### config.mk
export PLATFORM = sky130hd
export DESIGN_NAME = uart_txrx
export DESIGN_NICKNAME = d
export VERILOG_FILES = /design/src/rtl/uart_txrx.sv
export SDC_FILE = /design/constraint.sdc
export NUM_CORES = 1
export LEC_CHECK = 0
export CAP_MARGIN = 20
export CORE_MARGIN = 2
export CORE_UTILIZATION = 39
export CTS_CLUSTER_SIZE = 14
export DETAILED_ROUTE_END_ITERATION = 7
export GPL_TIMING_DRIVEN = 0
export PLACE_DENSITY_LB_ADDON = 0.2
export SKIP_LAST_GASP = 1
export SYNTH_ARGS = -nofsm -noshare
export SYNTH_HDL_FRONTEND = slang
export SYNTH_SLANG_ARGS = --single-unit
export TNS_END_PERCENT = 1
### constraint.sdc
create_clock -name clk -period 6.89 [get_ports clk]
set_input_delay 1.7225 -clock clk [delete_from_list [all_inputs] [get_ports clk]]
set_output_delay 1.7225 -clock clk [all_outputs]
set_load 0.05 [all_outputs]
### src/rtl/uart_txrx.sv
// uart_txrx
//   Full-duplex 8N1 UART for the sensor-side serial link. Bus-side controllers
//   pulse `transmit` to send a command byte and watch `received` /
//   `recv_error` for response bytes.
//
// Ports
//   clk              system clock, rising edge
//   rst_n            asynchronous reset, active-low
//   rx               serial input, idle high, asynchronous to clk
//   tx               serial output, idle high
//   transmit         one-cycle request to send tx_byte (only accepted when idle)
//   tx_byte[7:0]     byte to send, sampled on the transmit cycle
//   received         one-cycle pulse: rx_byte holds a new good byte
//   rx_byte[7:0]     last correctly received byte, held until the next one
//   recv_error       one-cycle pulse: stop bit sampled low (framing error)
//   is_receiving     high while the RX FSM is not idle
//   is_transmitting  high while a frame is being sent
//   dbg_pins[5:0]    {err_sticky, recv_error, received, is_transmitting, tx, rx_sync}
//
// Handshake: transmit is a request pulse with no ready/ack; it is honoured
// only when the TX FSM is idle (is_transmitting=0 on that cycle), otherwise
// it is dropped. received / recv_error are single-cycle valid strobes with no
// back-pressure; rx_byte stays stable until the next good byte.
module uart_txrx #(
  parameter int CLOCK_HZ = 7000000,
  parameter int BAUD     = 9600
) (
  input  logic       clk,
  input  logic       rst_n,
  input  logic       rx,
  output logic       tx,
  input  logic       transmit,
  input  logic [7:0] tx_byte,
  output logic       received,
  output logic [7:0] rx_byte,
  output logic       recv_error,
  output logic       is_receiving,
  output logic       is_transmitting,
  output logic [5:0] dbg_pins
);

  localparam int BIT_CLKS = CLOCK_HZ / BAUD;
  localparam int CNT_W    = $clog2(BIT_CLKS);

  // Counters are reloaded with N-1 and the event fires on the cycle they hit 0,
  // so a reload of BIT_LAST gives exactly BIT_CLKS clocks per bit.
  localparam logic [CNT_W-1:0] BIT_LAST  = CNT_W'(BIT_CLKS - 1);
  localparam logic [CNT_W-1:0] HALF_LAST = CNT_W'(BIT_CLKS / 2 - 1);

  localparam logic [2:0] RX_IDLE    = 3'd0;
  localparam logic [2:0] RX_START   = 3'd1;
  localparam logic [2:0] RX_DATA    = 3'd2;
  localparam logic [2:0] RX_STOP    = 3'd3;
  localparam logic [2:0] RX_RECOVER = 3'd4;

  localparam logic [1:0] TX_IDLE  = 2'd0;
  localparam logic [1:0] TX_START = 2'd1;
  localparam logic [1:0] TX_DATA  = 2'd2;
  localparam logic [1:0] TX_STOP  = 2'd3;

  // ---------------------------------------------------------------------------
  // rx synchronizer; rx_prev is one more stage used only for edge detection.
  // ---------------------------------------------------------------------------
  logic rx_meta, rx_sync, rx_prev;

  always_ff @(posedge clk or negedge rst_n) begin
    if (!rst_n) begin
      rx_meta <= 1'b1;
      rx_sync <= 1'b1;
      rx_prev <= 1'b1;
    end else begin
      rx_meta <= rx;
      rx_sync <= rx_meta;
      rx_prev <= rx_sync;
    end
  end

  wire rx_fall = rx_prev & ~rx_sync;

  // ---------------------------------------------------------------------------
  // RX FSM
  // ---------------------------------------------------------------------------
  logic [2:0]       rx_state;
  logic [CNT_W-1:0] rx_cnt;
  logic [3:0]       rx_idx;
  logic [7:0]       rx_shift;
  logic             err_sticky;

  always_ff @(posedge clk or negedge rst_n) begin
    if (!rst_n) begin
      rx_state   <= RX_IDLE;
      rx_cnt     <= '0;
      rx_idx     <= '0;
      rx_shift   <= '0;
      rx_byte    <= '0;
      received   <= 1'b0;
      recv_error <= 1'b0;
      err_sticky <= 1'b0;
    end else begin
      received   <= 1'b0;
      recv_error <= 1'b0;
      if (rx_state != RX_IDLE && rx_state != RX_RECOVER && rx_cnt != '0)
        rx_cnt <= rx_cnt - 1'b1;
      case (rx_state)
        RX_IDLE: begin
          if (rx_fall) begin
            rx_cnt   <= HALF_LAST;
            rx_state <= RX_START;
          end
        end
        RX_START: begin
          if (rx_cnt == '0) begin
            // Line back high at mid start bit: treat as noise, no pulse.
            if (rx_sync) begin
              rx_state <= RX_IDLE;
            end else begin
              rx_cnt   <= BIT_LAST;
              rx_idx   <= '0;
              rx_state <= RX_DATA;
            end
          end
        end
        RX_DATA: begin
          if (rx_cnt == '0) begin
            rx_shift <= {rx_sync, rx_shift[7:1]};  // LSB arrives first
            rx_cnt   <= BIT_LAST;
            rx_idx   <= rx_idx + 4'd1;
            if (rx_idx == 4'd7)
              rx_state <= RX_STOP;
          end
        end
        RX_STOP: begin
          if (rx_cnt == '0) begin
            if (rx_sync) begin
              rx_byte  <= rx_shift;
              received <= 1'b1;
              rx_state <= RX_IDLE;
            end else begin
              recv_error <= 1'b1;
              err_sticky <= 1'b1;
              rx_state   <= RX_RECOVER;
            end
          end
        end
        RX_RECOVER: begin
          // A line held low (break) must not be mistaken for a new start bit.
          if (rx_sync)
            rx_state <= RX_IDLE;
        end
        default: rx_state <= RX_IDLE;
      endcase
    end
  end

  assign is_receiving = (rx_state != RX_IDLE);

  // ---------------------------------------------------------------------------
  // TX FSM
  // ---------------------------------------------------------------------------
  logic [1:0]       tx_state;
  logic [CNT_W-1:0] tx_cnt;
  logic [3:0]       tx_idx;
  logic [7:0]       tx_shift;

  always_ff @(posedge clk or negedge rst_n) begin
    if (!rst_n) begin
      tx_state <= TX_IDLE;
      tx_cnt   <= '0;
      tx_idx   <= '0;
      tx_shift <= '0;
      tx       <= 1'b1;
    end else begin
      if (tx_state != TX_IDLE && tx_cnt != '0)
        tx_cnt <= tx_cnt - 1'b1;
      case (tx_state)
        TX_IDLE: begin
          if (transmit) begin
            tx_shift <= tx_byte;
            tx_cnt   <= BIT_LAST;
            tx       <= 1'b0;
            tx_state <= TX_START;
          end
        end
        TX_START: begin
          if (tx_cnt == '0) begin
            tx       <= tx_shift[0];
            tx_shift <= {1'b0, tx_shift[7:1]};
            tx_idx   <= '0;
            tx_cnt   <= BIT_LAST;
            tx_state <= TX_DATA;
          end
        end
        TX_DATA: begin
          if (tx_cnt == '0) begin
            tx_cnt <= BIT_LAST;
            if (tx_idx == 4'd7) begin
              tx       <= 1'b1;
              tx_state <= TX_STOP;
            end else begin
              tx       <= tx_shift[0];
              tx_shift <= {1'b0, tx_shift[7:1]};
              tx_idx   <= tx_idx + 4'd1;
            end
          end
        end
        TX_STOP: begin
          if (tx_cnt == '0)
            tx_state <= TX_IDLE;
        end
        default: tx_state <= TX_IDLE;
      endcase
    end
  end

  assign is_transmitting = (tx_state != TX_IDLE);

  assign dbg_pins = {err_sticky, recv_error, received, is_transmitting, tx, rx_sync};

endmodule

==> impl_metrics.json, run 1 <==
{
  "drtIter0Drc": 106,
  "dieHeight_um": 94.4,
  "cts_buffers": 9,
  "endpoint_kind": "output pin",
  "portBuffers": 30,
  "setup_viol": 0,
  "dieArea_um2": 8910,
  "ios": 31,
  "multi_input_area_um2": 1430,
  "status": "complete, no violations",
  "post-route-min-period_ps": 3870,
  "required_ps": 5170,
  "gp_congestion": 0.847,
  "ff2ff_setup_slack_ps": 4220,
  "cts_root_buffer": "clkbuf_8",
  "critPathArrivalTime_ps": 2150,
  "use_met2": 0.236,
  "p_seq_frac": 0.370,
  "yosysWarnings": 0,
  "crit_path_cell_trace": "inv_1, ha_1, inv_1, buf_4, clkdlybuf4s50_1",
  "clk_latency_ps": 340,
  "layout_common_cells": "60 x dfrtp_1, 31 x nor2_1, 29 x clkdlybuf4s50_1",
  "p_clk_frac": 0.192,
  "peakVddDrop_mv": 0.213,
  "cts.sinks": 64,
  "avgRoutedWirePerCell_um": 13.4,
  "cap_violations": 0,
  "worstPathMaxFanout": 7,
  "vias": 2380,
  "ctsResizeCount": 0,
  "grt_pass1_wl_mm": 10.8,
  "drive_above_1_share": 0.152,
  "tns_ps": 0,
  "ys_ff_latch": 64,
  "worstSetupPathType": "reg2out",
  "met3_usage": 0.0311,
  "slew_headroom": 0.472,
  "synth-async-reset-ratio": 1.00,
  "sw_frac_of_total": 0.417,
  "ys_types": 48,
  "fin_crit_sh": 0.561,
  "drt_wl_total_mm": 6.10,
  "grt-ovfl-total": 0,
  "synth.cell_area_um2": 3190,
  "hold_violations": 0,
  "hold_path_depth": 0,
  "antenna_found_initial": 0,
  "clkTransAtPathRegs_ps": 80,
  "p_comb_frac": 0.438,
  "ys_dominant_reg_cell": "dfrtp_1",
  "seq_area_frac_synth": 0.504,
  "hold_path_class": "reg2reg",
  "grt_pass1_vias": 2340,
  "seq_area_um2": 1610,
  "cts_hold_buf": 0,
  "ant_nets": 0,
  "place_area_um2": 3610,
  "syn_area_per_cell_um2": 10.3,
  "initial_core_util": 0.408,
  "die_x_um": 94.4,
  "cts_tree": "built",
  "grt_usage": 0.157,
  "synthCells": 309,
  "remaining_drc_errors": 0,
  "slew_viol_final": 0,
  "cp_common_cell": "inv_1",
  "critPathLaunchType": "flop",
  "p_int_mw": 0.899,
  "p_per_area_nw_per_um2": 407,
  "slowest_delay_ps": 780,
  "p_sw_mw": 0.644,
  "synth_fp_nets": 329,
  "grt_max_degree": 65,
  "mostFrequentLayoutCell": "dfrtp_1",
  "diodes": 0,
  "fin_area_um2": 3790,
  "p_leak_nw": 1.65,
  "drt-vias-per-instance": 5.21,
  "cpMaxStageDelayCell": "clkdlybuf4s50_1",
  "cts_buffer_depth": 2,
  "worstMarginPinSlew_ps": 792,
  "grt_use_met1": 0.216,
  "postCtsSetupBuffers": 0,
  "skew_ps": 12.8,
  "area_delta_synth_final_pct": 18.9,
  "hpwl_mm": 4.20,
  "max_freq_mhz": 259,
  "fillers": 742,
  "synth_edf_count": 0,
  "rsz0062_at_grt": "no",
  "cts.htree.levels": 3,
  "r2r_cells": 7,
  "placementRows": 32,
  "first_pass_iters": 4,
  "busiest_layer": "met2",
  "fin_nets": 370,
  "core_area_um2": 7810
}
-- logic make-up (layout without fill, tap and decap cells) --
| kind of cell | count (synthesis) | in the layout | synth area share |
|---|---|---|---|
| buffers and inverters | 31 | 77 | 0.0459 |
| flip-flops | 64 | 64 | 0.504 |
| AO/OA/AOI/OAI | 63 | 63 | 0.126 |
| AND/OR/NAND/NOR | 106 | 106 | 0.172 |
| multiplexers | 30 | 30 | 0.101 |
| adder cells (fa/ha/maj) | 8 | 8 | 0.0314 |
| XOR/XNOR | 7 | 7 | 0.0192 |
-- worst paths after layout --
path / from / end
min: rx_meta / rx_sync
min reg2reg: rx_meta / rx_sync
min in group asynchronous: rst_n / tx_shift[7]
max in group asynchronous: rst_n / tx_idx[3]
max: tx_state[0] / dbg_pins[2]
max reg2reg: tx_cnt[0] / tx_shift[4]
-- layer usage --
layer / vias to the layer above / share of wire
met3: 9 / 0.032
met4: 0 / 0.017
li1: 1190 / -
met5: - / 0
met2: 43 / 0.43
met1: 1138 / 0.52
-- flip-flops by register name (all words and copies together), names as in the netlist --
name	count
rx_byte	8
err_sticky	1
rx_shift	8
rx_cnt	10
rx_prev	1
tx_state	2
tx_shift	8
tx_cnt	10
received	1
rx_state	3
rx_sync	1
rx_meta	1
recv_error	1
tx	1
rx_idx	4
tx_idx	4
-- critical path: cells and delay by family (launching register included) --
family / cells / cell delay [ps]
flops: 1 / 400
fa+ha+maj: 1 / 210
buf+inv: 4 / 1180
-- through the flow --
stage | total power, mW | hold slack, ps | util | worst slack [ps] | std cells
after detailed placement | 1.26 | 349 | 0.463 | 3390 | 441
after CTS | 1.56 | 360 | 0.485 | 2990 | 457
after floorplan | 1.10 | 345 | - | 3860 | 309
after global routing | 1.68 | 365 | 0.485 | 2930 | 457
after global placement | 1.24 | 345 | 0.463 | 1910 | 441
final | 1.54 | 359 | 0.485 | 3020 | 457
-- power by group through the flow --
stage	registers, mW	clock network, mW	logic (mW)
after detailed placement	0.578	0	0.682
after floorplan	0.563	0	0.535
after global placement	0.575	0	0.670
after global routing	0.589	0.325	0.769
after CTS	0.571	0.306	0.682
final	0.571	0.296	0.677
-- cell usage after synthesis, types with 2 or more instances --
cell | number | area, um2
dfrtp_1 | 60 | 1500
nor2_1 | 31 | 116
a21oi_1 | 20 | 100
o21ai_0 | 20 | 100
mux2_2 | 18 | 203
nand2_1 | 16 | 60.1
nand3_1 | 16 | 80.1
inv_1 | 15 | 56.3
mux2i_1 | 12 | 120
nor3_1 | 12 | 60.1
clkbuf_1 | 9 | 33.8
ha_1 | 8 | 100
buf_4 | 6 | 45.0
or3_1 | 6 | 37.5
a22o_1 | 4 | 35.0
dfstp_2 | 4 | 105
nor4_1 | 4 | 25.0
xnor2_1 | 4 | 35.0
a31oi_1 | 3 | 18.8
and3_1 | 3 | 18.8
xor2_1 | 3 | 26.3
a211oi_1 | 2 | 15.0
and4_1 | 2 | 17.5
nand3b_1 | 2 | 15.0
nand4_1 | 2 | 12.5
nand4b_1 | 2 | 17.5
nor3b_1 | 2 | 15.0
o31ai_1 | 2 | 15.0
or4_4 | 2 | 22.5
-- final cells by class --
type | instances | area share
repair buffers | 30 | 0.0786
plain buffers | 16 | 0.0238
clock buffers | 9 | 0.0327
flip-flops and latches | 64 | 0.424
multi-input cells | 214 | 0.378
inverters | 15 | 0.0149
well taps | 102 | 0.0337
clock inverters | 7 | 0.0142
(Power assumes the default switching activity.)
==> run 2, diff against run 1 <==
==> constraint.sdc (replaced) <==
create_clock -name clk -period 4 [get_ports clk]
set_input_delay 1 -clock clk [delete_from_list [all_inputs] [get_ports clk]]
set_output_delay 1 -clock clk [all_outputs]
set_load 0.05 [all_outputs]
==> results of run 2 <==
Same layout as run 1 (identical final DEF). Status: complete, no violations.
Among the figures that moved: setup slack after placement 3390 ps -> 1220 ps; setup slack after layout 3020 ps -> 855 ps; register-to-register setup slack 4220 ps -> 1330 ps; total power 1.54 mW -> 2.66 mW; worst IR drop on VDD 0.213 mV -> 0.367 mV
==> run 3, diff against run 2 <==
==> constraint.sdc (replaced) <==
create_clock -name clk -period 3.15 [get_ports clk]
set_input_delay 0.7875 -clock clk [delete_from_list [all_inputs] [get_ports clk]]
set_output_delay 0.7875 -clock clk [all_outputs]
set_load 0.05 [all_outputs]
==> results of run 3 <==
Same layout as run 1 (identical final DEF). Status: complete, no violations.
Among the figures that moved: setup slack after placement 3390 ps -> 506 ps; setup slack after layout 3020 ps -> 217 ps; register-to-register setup slack 4220 ps -> 480 ps; total power 1.54 mW -> 3.37 mW; worst IR drop on VDD 0.213 mV -> 0.466 mV
